$ cat config.mk
export PLATFORM = sky130hd
export DESIGN_NAME = tt_logic_eval
export DESIGN_NICKNAME = d
export VERILOG_FILES = /design/src/rtl/tt_logic_pkg.sv /design/src/rtl/tt_delay_pipe.sv /design/src/rtl/tt_logic_eval.sv
export SDC_FILE = /design/constraint.sdc
export NUM_CORES = 1
export LEC_CHECK = 0
export CORE_MARGIN = 2
export CORE_UTILIZATION = 50
export CTS_CLUSTER_SIZE = 24
export DETAILED_ROUTE_END_ITERATION = 8
export GPL_TIMING_DRIVEN = 0
export PLACE_DENSITY = 0.78
export SLEW_MARGIN = 20
export SYNTH_ARGS = -nofsm -noshare
export SYNTH_HDL_FRONTEND = slang
export SYNTH_SLANG_ARGS = --single-unit
$ cat constraint.sdc
create_clock -name clk -period 1.5 [get_ports clk]
set_input_delay 0.3 -clock clk [delete_from_list [all_inputs] [get_ports clk]]
set_output_delay 0.3 -clock clk [all_outputs]
set_load 0.01 [all_outputs]
$ cat src/rtl/tt_logic_pkg.sv
// Shared types and helpers for the truth-table logic evaluator.
package tt_logic_pkg;

   // Largest supported function: 6 inputs, 64-entry table.
   localparam int unsigned MAX_N_IN = 6;
   localparam int unsigned MAX_TT_W = 2 ** MAX_N_IN;

   typedef enum logic [1:0] {
      StRun   = 2'd0,
      StDrain = 2'd1,
      StLoad  = 2'd2
   } tt_state_e;

   // Bit counter must hold the value TT_W itself without wrapping.
   function automatic int unsigned tt_cnt_w(input int unsigned tt_w);
      return $clog2(tt_w) + 1;
   endfunction

   localparam int unsigned MAX_CNT_W = tt_cnt_w(MAX_TT_W);

   // Table lookup; callers zero-extend narrower tables and indices.
   function automatic logic tt_lookup(input logic [MAX_TT_W-1:0] tt,
                                      input logic [MAX_N_IN-1:0] idx);
      return tt[idx];
   endfunction

endpackage

$ cat src/rtl/tt_delay_pipe.sv
// Fixed-depth valid/data shift pipe with a single global stall.
module tt_delay_pipe #(
   parameter int unsigned DELAY = 3
) (
   input  logic clk,
   input  logic rst,
   input  logic advance,
   input  logic in_valid,
   input  logic in_bit,
   output logic out_valid,
   output logic out_bit,
   output logic empty
);

   logic [DELAY-1:0] valid_q;
   logic [DELAY-1:0] bit_q;

   // Whole pipe shifts on advance and holds otherwise; bubbles carry a zero data bit.
   always_ff @(posedge clk) begin
      if (rst) begin
         valid_q <= '0;
         bit_q   <= '0;
      end else if (advance) begin
         valid_q[0] <= in_valid;
         bit_q[0]   <= in_valid & in_bit;
         for (int i = 1; i < int'(DELAY); i++) begin
            valid_q[i] <= valid_q[i-1];
            bit_q[i]   <= bit_q[i-1];
         end
      end
   end

   // Last stage drives the output; empty means no stage holds a live result.
   always_comb begin
      out_valid = valid_q[DELAY-1];
      out_bit   = bit_q[DELAY-1];
      empty     = ~|valid_q;
   end

endmodule

$ cat src/rtl/tt_logic_eval.sv
// Run-time reprogrammable N_IN-input boolean function with a DELAY-cycle output pipe.
// A reload first drains the pipe so no result ever mixes old and new tables.
module tt_logic_eval
   import tt_logic_pkg::*;
#(
   parameter int unsigned     N_IN       = 4,
   parameter int unsigned     TT_W       = 2 ** N_IN,
   parameter int unsigned     DELAY      = 3,
   parameter logic [TT_W-1:0] DEFAULT_TT = TT_W'(16'h41A2)
) (
   input  logic            clk,
   input  logic            rst,
   input  logic            cfg_start,
   input  logic            cfg_valid,
   input  logic            cfg_bit,
   output logic            cfg_ready,
   output logic            cfg_done,
   input  logic            in_valid,
   input  logic [N_IN-1:0] in_vec,
   output logic            in_ready,
   output logic            out_valid,
   output logic            out_bit,
   input  logic            out_ready
);

   localparam int unsigned      CNT_W    = tt_cnt_w(TT_W);
   localparam logic [CNT_W-1:0] LAST_IDX = CNT_W'(TT_W - 1);

   tt_state_e        state_q, state_d;
   logic [CNT_W-1:0] cnt_q, cnt_d;
   logic [TT_W-1:0]  shadow_q, shadow_d;
   logic [TT_W-1:0]  active_tt_q, active_tt_d;
   logic             done_q, done_d;

   logic             advance;
   logic             accept;
   logic             lookup_bit;
   logic             pipe_empty;
   logic             cfg_xfer;
   logic [TT_W-1:0]  shadow_shifted;

   // Handshake glue: the pipe moves whenever its output slot is free or being taken.
   always_comb begin
      advance        = !out_valid || out_ready;
      in_ready       = (state_q == StRun) && advance && !cfg_start;
      accept         = in_valid && in_ready;
      cfg_ready      = (state_q == StLoad);
      cfg_xfer       = cfg_valid && cfg_ready;
      cfg_done       = done_q;
      shadow_shifted = {shadow_q[TT_W-2:0], cfg_bit};
      lookup_bit     = tt_lookup(MAX_TT_W'(active_tt_q), MAX_N_IN'(in_vec));
   end

   tt_delay_pipe #(
      .DELAY (DELAY)
   ) u_pipe (
      .clk       (clk),
      .rst       (rst),
      .advance   (advance),
      .in_valid  (accept),
      .in_bit    (lookup_bit),
      .out_valid (out_valid),
      .out_bit   (out_bit),
      .empty     (pipe_empty)
   );

   // Next-state: RUN -> DRAIN on request, DRAIN -> LOAD once empty, LOAD -> RUN on last bit.
   always_comb begin
      state_d     = state_q;
      cnt_d       = cnt_q;
      shadow_d    = shadow_q;
      active_tt_d = active_tt_q;
      done_d      = 1'b0;
      unique case (state_q)
         StRun: begin
            if (cfg_start) begin
               state_d = StDrain;
            end
         end
         StDrain: begin
            if (pipe_empty) begin
               state_d = StLoad;
            end
         end
         StLoad: begin
            if (cfg_xfer) begin
               shadow_d = shadow_shifted;
               if (cnt_q == LAST_IDX) begin
                  // Commit the full table including the bit arriving now.
                  active_tt_d = shadow_shifted;
                  cnt_d       = '0;
                  done_d      = 1'b1;
                  state_d     = StRun;
               end else begin
                  cnt_d = cnt_q + CNT_W'(1);
               end
            end
         end
         default: begin
            state_d = StRun;
         end
      endcase
   end

   // State, table and counter registers; reset discards any partial load.
   always_ff @(posedge clk) begin
      if (rst) begin
         state_q     <= StRun;
         cnt_q       <= '0;
         shadow_q    <= '0;
         active_tt_q <= DEFAULT_TT;
         done_q      <= 1'b0;
      end else begin
         state_q     <= state_d;
         cnt_q       <= cnt_d;
         shadow_q    <= shadow_d;
         active_tt_q <= active_tt_d;
         done_q      <= done_d;
      end
   end

   // Stalled results must hold still.
   a_stall_stable: assert property (@(posedge clk) disable iff (rst)
      out_valid && !out_ready |=> $stable(out_valid) && $stable(out_bit));

   // A commit always lands back in RUN.
   a_done_in_run: assert property (@(posedge clk) disable iff (rst)
      cfg_done |-> state_q == StRun);

   // Accepted vectors index the table and must be fully known.
   a_vec_known: assert property (@(posedge clk) disable iff (rst)
      in_valid && in_ready |-> !$isunknown(in_vec));

endmodule

# Yosys cells after proc, flatten, opt, wreduce, memory -nomap -nowiden
# Cells that the tools add are included.
[word_totals]
ff_bits = 45
inputBits = 11
[op_classes]
n_addsub = 1
order_cmp = 1
eq_ne = 7
n_mux = 9
bitwise_logic = 3
n_reduce_logical = 13
[ops]
columns = ["cell", "count"]
rows = [
  ["2-to-1 mux 2 bit", 4],
  ["less-than comparator 4 x 7 -> 1 bit, second input constant", 1],
  ["one-hot mux 2 bit (3 select lines)", 1],
  ["OR reduction 3 bit", 2],
  ["adder 5 x 1 -> 5 bit, second input constant", 1],
  ["equality test 5 x 4 -> 1 bit, second input constant", 1],
  ["2-to-1 mux 5 bit", 1],
  ["binary-select mux 1 bit (select 4 bit)", 1],
  ["logical AND 1 bit", 4],
  ["!= test 2 x 1 -> 1 bit, second input constant", 2],
  ["!= test 2 bit, second input constant", 2],
  ["AND reduction 4 bit", 1],
  ["AND reduction 3 bit", 1],
  ["equality test 2 x 1 -> 1 bit, second input constant", 1],
  ["equality test 2 bit, second input constant", 1],
  ["zero test 1 bit", 2],
  ["zero test 2 bit", 1],
  ["2-to-1 mux 1 bit", 2],
  ["NOT 1 bit", 2],
  ["AND reduction 2 bit", 1],
  ["AND 1 bit", 1],
  ["logical OR 1 bit", 1],
]

# Logic depth before layout (Yosys ltp)
[depth]
word_depth = 6
depth_mapped = 8

# Cells and area by module
# From an unflattened synthesis, not the netlist that was laid out.
[unflattened]
cells_unflattened = 202
area_unflattened_um2 = 1860.5
[modules_own_cells]
columns = ["mod", "instances", "cells_per_inst", "area_each_um2", "seq_area_each_um2"]
rows = [
  ["tt_logic_eval", 1, 181, 1635.3, 780.7],
  ["tt_delay_pipe", 1, 21, 225.2, 120.1],
]

# Worst setup path before layout
# OpenSTA, ideal clock, no wires.
[synth_path]
path_kind = "register to register"
from = "reg state_q[1]"
to = "reg active_tt_q[12]"
setup_time_ns = 0.059
t_arrival_ns = 1.381
setup_slack_ns = 0.060
stages_incl_launch_ff = 9
synth_period_minus_slack_ns = 1.440
path_cell_list = "dfxtp_1 -> buf_4 -> and3b_1 -> nand4_1 -> or3_1 -> buf_2 -> clkinv_2 -> buf_6 -> a22o_1"
[synth_via]
elab_chain_cells = 3
[synth_lines]
columns = ["item", "line_no", "rtl"]
rows = [
  ["start, declared", "tt_logic_eval.sv:29", "tt_state_e state_q, state_d;"],
  ["start signal, assigned", "tt_logic_eval.sv:108", "state_q <= StRun;"],
  ["start signal, assigned", "tt_logic_eval.sv:114", "state_q <= state_d;"],
  ["equality test 2 bit (*)", "tt_logic_eval.sv:47, tt_logic_eval.sv:74", ""],
  ["logical AND 1 bit", "tt_logic_eval.sv:48", "cfg_xfer = cfg_valid && cfg_ready;"],
  ["AND reduction 3 bit (no line) (*)", "-", ""],
  ["end signal, assigned", "tt_logic_eval.sv:117", "active_tt_q <= active_tt_d;"],
  ["end, declared", "tt_logic_eval.sv:32", "logic [TT_W-1:0] active_tt_q, active_tt_d;"],
]
# Mark *: on every way between the ends. The rest lies on a longest branch, timed or not.
# A chain may end at the register's enable or synchronous reset.

# Final worst setup path
[layout_path]
from = "reg state_q[1]"
to = "out in_ready"
[layout_via]
elab_chain_cells = 3
[layout_lines]
columns = ["item", "line_no", "rtl"]
rows = [
  ["zero test 2 bit", "tt_logic_eval.sv:45", "in_ready = (state_q == StRun) && advance && !cfg_start;"],
  ["logical AND 1 bit (2 in series)", "tt_logic_eval.sv:45", ""],
  ["end, declared", "tt_logic_eval.sv:20", "output logic in_ready,"],
]
# Every way passes these cells.

==> run_results.csv <==
group,metric,value,unit
status,status,"complete, but fails checks",
pwr,p_sw,0.492,mW
yosys,yosysMostFrequentCell,"dfxtp_1",
placed_design,io_buffers,14,
routing,antenna_left,0,
floorplanning,die_h,62.7,µm
placed_design,hpwl,2.47,mm
status,violations,"setup timing",
timing,max_freq,650,MHz
yosys,ys_seq_elements,45,
yosys,synth_edf_count,0,
floorplanning,dieWidth,62.7,µm
setup_path,worstSetupStartpointType,"register",
placed_design,place_worst_setup_slack,-718,ps
final_layout,finalNetCount,215,
timing,tightestPinTransition,403,ps
grt,overflow,0,
grt,grt_pass1_wl,5.95,mm
grt,antenna_found_initial,0,
floorplanning,io_pins,16,
clocking,clkLatencyLatePin,370,ps
clocking,cts.htree.levels,2,
timing,skew,15.5,ps
routing,route.detailed.drc,0,
final_layout,fill_cells,279,
setup_path,crit_required,1200,ps
setup_path,crit_path_cell_trace,"buf_6, nor4_4, buf_2",
min_path,hp-class,"in2reg",
grt,grt_pass1_vias,1319,
flow_run,cap_violations,0,
yosys,synth_top_area_share,52.2,%
pwr,combinationalPowerShare,8.9,%
timing,period_share,103,%
setup_path,slowest_delay,330,ps
pwr,swShare,25.0,%
final_layout,drive_gt1_share,16.7,%
timing,post-route-min-period,1540,ps
routing,drtIter0Drc,60,
floorplanning,rows,21,
placed_design,dp.cells,240,
yosys,syn-num-nets,192,
timing,drv_slew,0,
setup_path,cp_data_arrival_time,1240,ps
pwr,power.density,962,mW/mm²
grt,grt_util_all_layers,19.6,%
yosys,synth_largest_area_cell,"dfxtp_1",
routing,dr.pass1.iters,4,
pwr,total_leakage_power,0.767,nW
yosys,synth_area_leaders,"dfxtp_1, nand2_1, a22o_1",
clocking,cts_hold_buf,0,
yosys,ys.flop_type,"dfxtp_1",
yosys,synth.distinct_cells,34,
timing,worst_slack,-38.0,ps
yosys,synthCells,180,
setup_path,end_kind,"primary output",
final_layout,syn_to_final_growth,18.7,%
routing,vias,1363,
routing,post_drt_wl_per_cell,13.7,µm
yosys,ys_seq_area_share,52.2,%
clocking,cts_buffers,5,
floorplanning,dieArea,0.00394,mm²
routing,totalWireLength,3.42,mm
floorplanning,initial_core_util,51.7,%
timing,rsz0062_at_grt,"true",
pwr,clkPwrFrac,29.0,%
clocking,cts_sinks,45,
final_layout,final_cells,250,
placed_design,finalWeightedCongestion,0.774,
yosys,synthesis.area,0.00173,mm²
setup_path,crit_slowest_cell,"dfxtp_1",
setup_path,cp_max_fo,7,
floorplanning,core,0.00334,mm²
timing,setup_viol,7,
yosys,synth_warnings,0,
timing,hold_viol_final,0,
setup_path,path_class,"reg2out",
pwr,vdd_drop_max,0.554,mV
yosys,async_flop_share,0,%
clocking,cts_root_buf,"clkbuf_4",
clocking,cts_buffer_depth,2,
yosys,avgSynthCellArea,9.59,µm²
pwr,p_int,1.48,mW
timing,slew_headroom,72.7,%
clocking,cts_tree,"done",
yosys,yosys-top-cells-count,"dfxtp_1, nand2_1, a21oi_1, nor2_1, a22o_1",
clocking,path_clk_slew,140,ps
routing,routed_via_density,5.45,
pwr,sequentialPowerShare,62.1,%
final_layout,n_antenna_cell,0,
grt,grt_max_degree,15,
[state kept, by name, summed over array words and instances (netlist names)]
signal / flops
active_tt_q: 16
cfg_done: 1
cnt_q: 5
shadow_q: 15
state_q: 2
u_pipe.bit_q: 3
u_pipe.valid_q: 3
[cell usage in the layout, fill, tap and decap left out, drive strengths merged, types with 3 or more instances in the layout]
cell type | netlist | final
dfxtp | 45 | 45
nand2 | 32 | 32
a21oi | 19 | 19
nor2 | 14 | 14
buf | 8 | 12
a22o | 11 | 11
mux2i | 9 | 9
clkdlybuf4s50 | 0 | 9
clkbuf | 4 | 9
o22a | 5 | 5
nand3 | 3 | 3
nand3b | 3 | 3
dlygate4sd2 | 0 | 3
nor2b | 3 | 3
[per-stage QoR]
| stage | TNS, ps | cell area [µm²] | utilization (%) | hold slack, ps | power (mW) |
|---|---|---|---|---|---|
| 2_1_floorplan | 0 | 1730 | - | 425 | 1.34 |
| 3_3_place_gp | -14770 | 1920 | 57.6 | 449 | 1.40 |
| 3_5_place_dp | -15510 | 1920 | 57.6 | 452 | 1.41 |
| 4_1_cts | -218 | 2000 | 60.0 | 415 | 1.98 |
| 5_1_grt | -1760 | 2050 | 61.4 | 458 | 2.05 |
| 6_report | -202 | 2050 | 61.4 | 427 | 1.97 |
[repair_timing]
item	in CTS	in global routing
setup buffers	0	3
gates cloned	0	1
gates resized for setup	22	10
endpoints found under the hold margin	0	0
setup endpoints to repair	26	27
[worst paths after layout]
check,cells after the start,slack [ps],endpoint,from
worst max-delay path,3,-40,in_ready,state_q[1]$_SDFFE_PP0P_
worst min-delay path,4,430,u_pipe.bit_q[0]$_SDFFE_PP0N_,in_vec[0]
worst max register to register,6,-40,active_tt_q[5]$_SDFFE_PP1P_,state_q[1]$_SDFFE_PP0P_
worst min register to register,2,470,shadow_q[14]$_SDFFE_PP0P_,shadow_q[14]$_SDFFE_PP0P_
[power by group through the flow]
stage	logic (mW)	registers [mW]	clock network [mW]
after floorplan	0.0966	1.24	0
after detailed placement	0.161	1.25	0
after global routing	0.192	1.23	0.634
after global placement	0.157	1.25	0
final	0.175	1.22	0.572
after CTS	0.169	1.22	0.590
[layout make-up]
type	instances	area (µm²)	area share, %
Buffer	10	66.3	3.24
Multi-Input combinational cell	122	798	39.0
Tap cell	46	57.6	2.81
Clock buffer	6	41.3	2.02
Inverter	1	5.00	0.244
Timing Repair Buffer	18	160	7.82
Sequential cell	45	905	44.2
Clock inverter	2	15.0	0.733
[cell families after synthesis]
| family | Yosys count | share of synthesized area, % |
|---|---|---|
| flops | 45 | 52.2 |
| fa+ha+maj | 1 | 0.725 |
| buf+inv | 13 | 3.84 |
| compound gates | 40 | 15.9 |
| simple gates | 68 | 19.1 |
| xor+xnor | 2 | 1.02 |
| mux | 11 | 7.18 |
[per-layer routing]
metal  up-vias  wire (µm)  GRT usage (%)
met5         -          0              0
met4         0        116           8.61
met3        13        139           6.13
met2        32       1670           32.8
met1       638       1490           23.0
li1        680          -              -
[worst max-delay path: cells and delay by family (launching register included)]
kind	cells	cell delay (ps)
simple gates	1	260
buf+inv	2	300
flops	1	330
No activity file was read; power rests on OpenSTA's default activity.
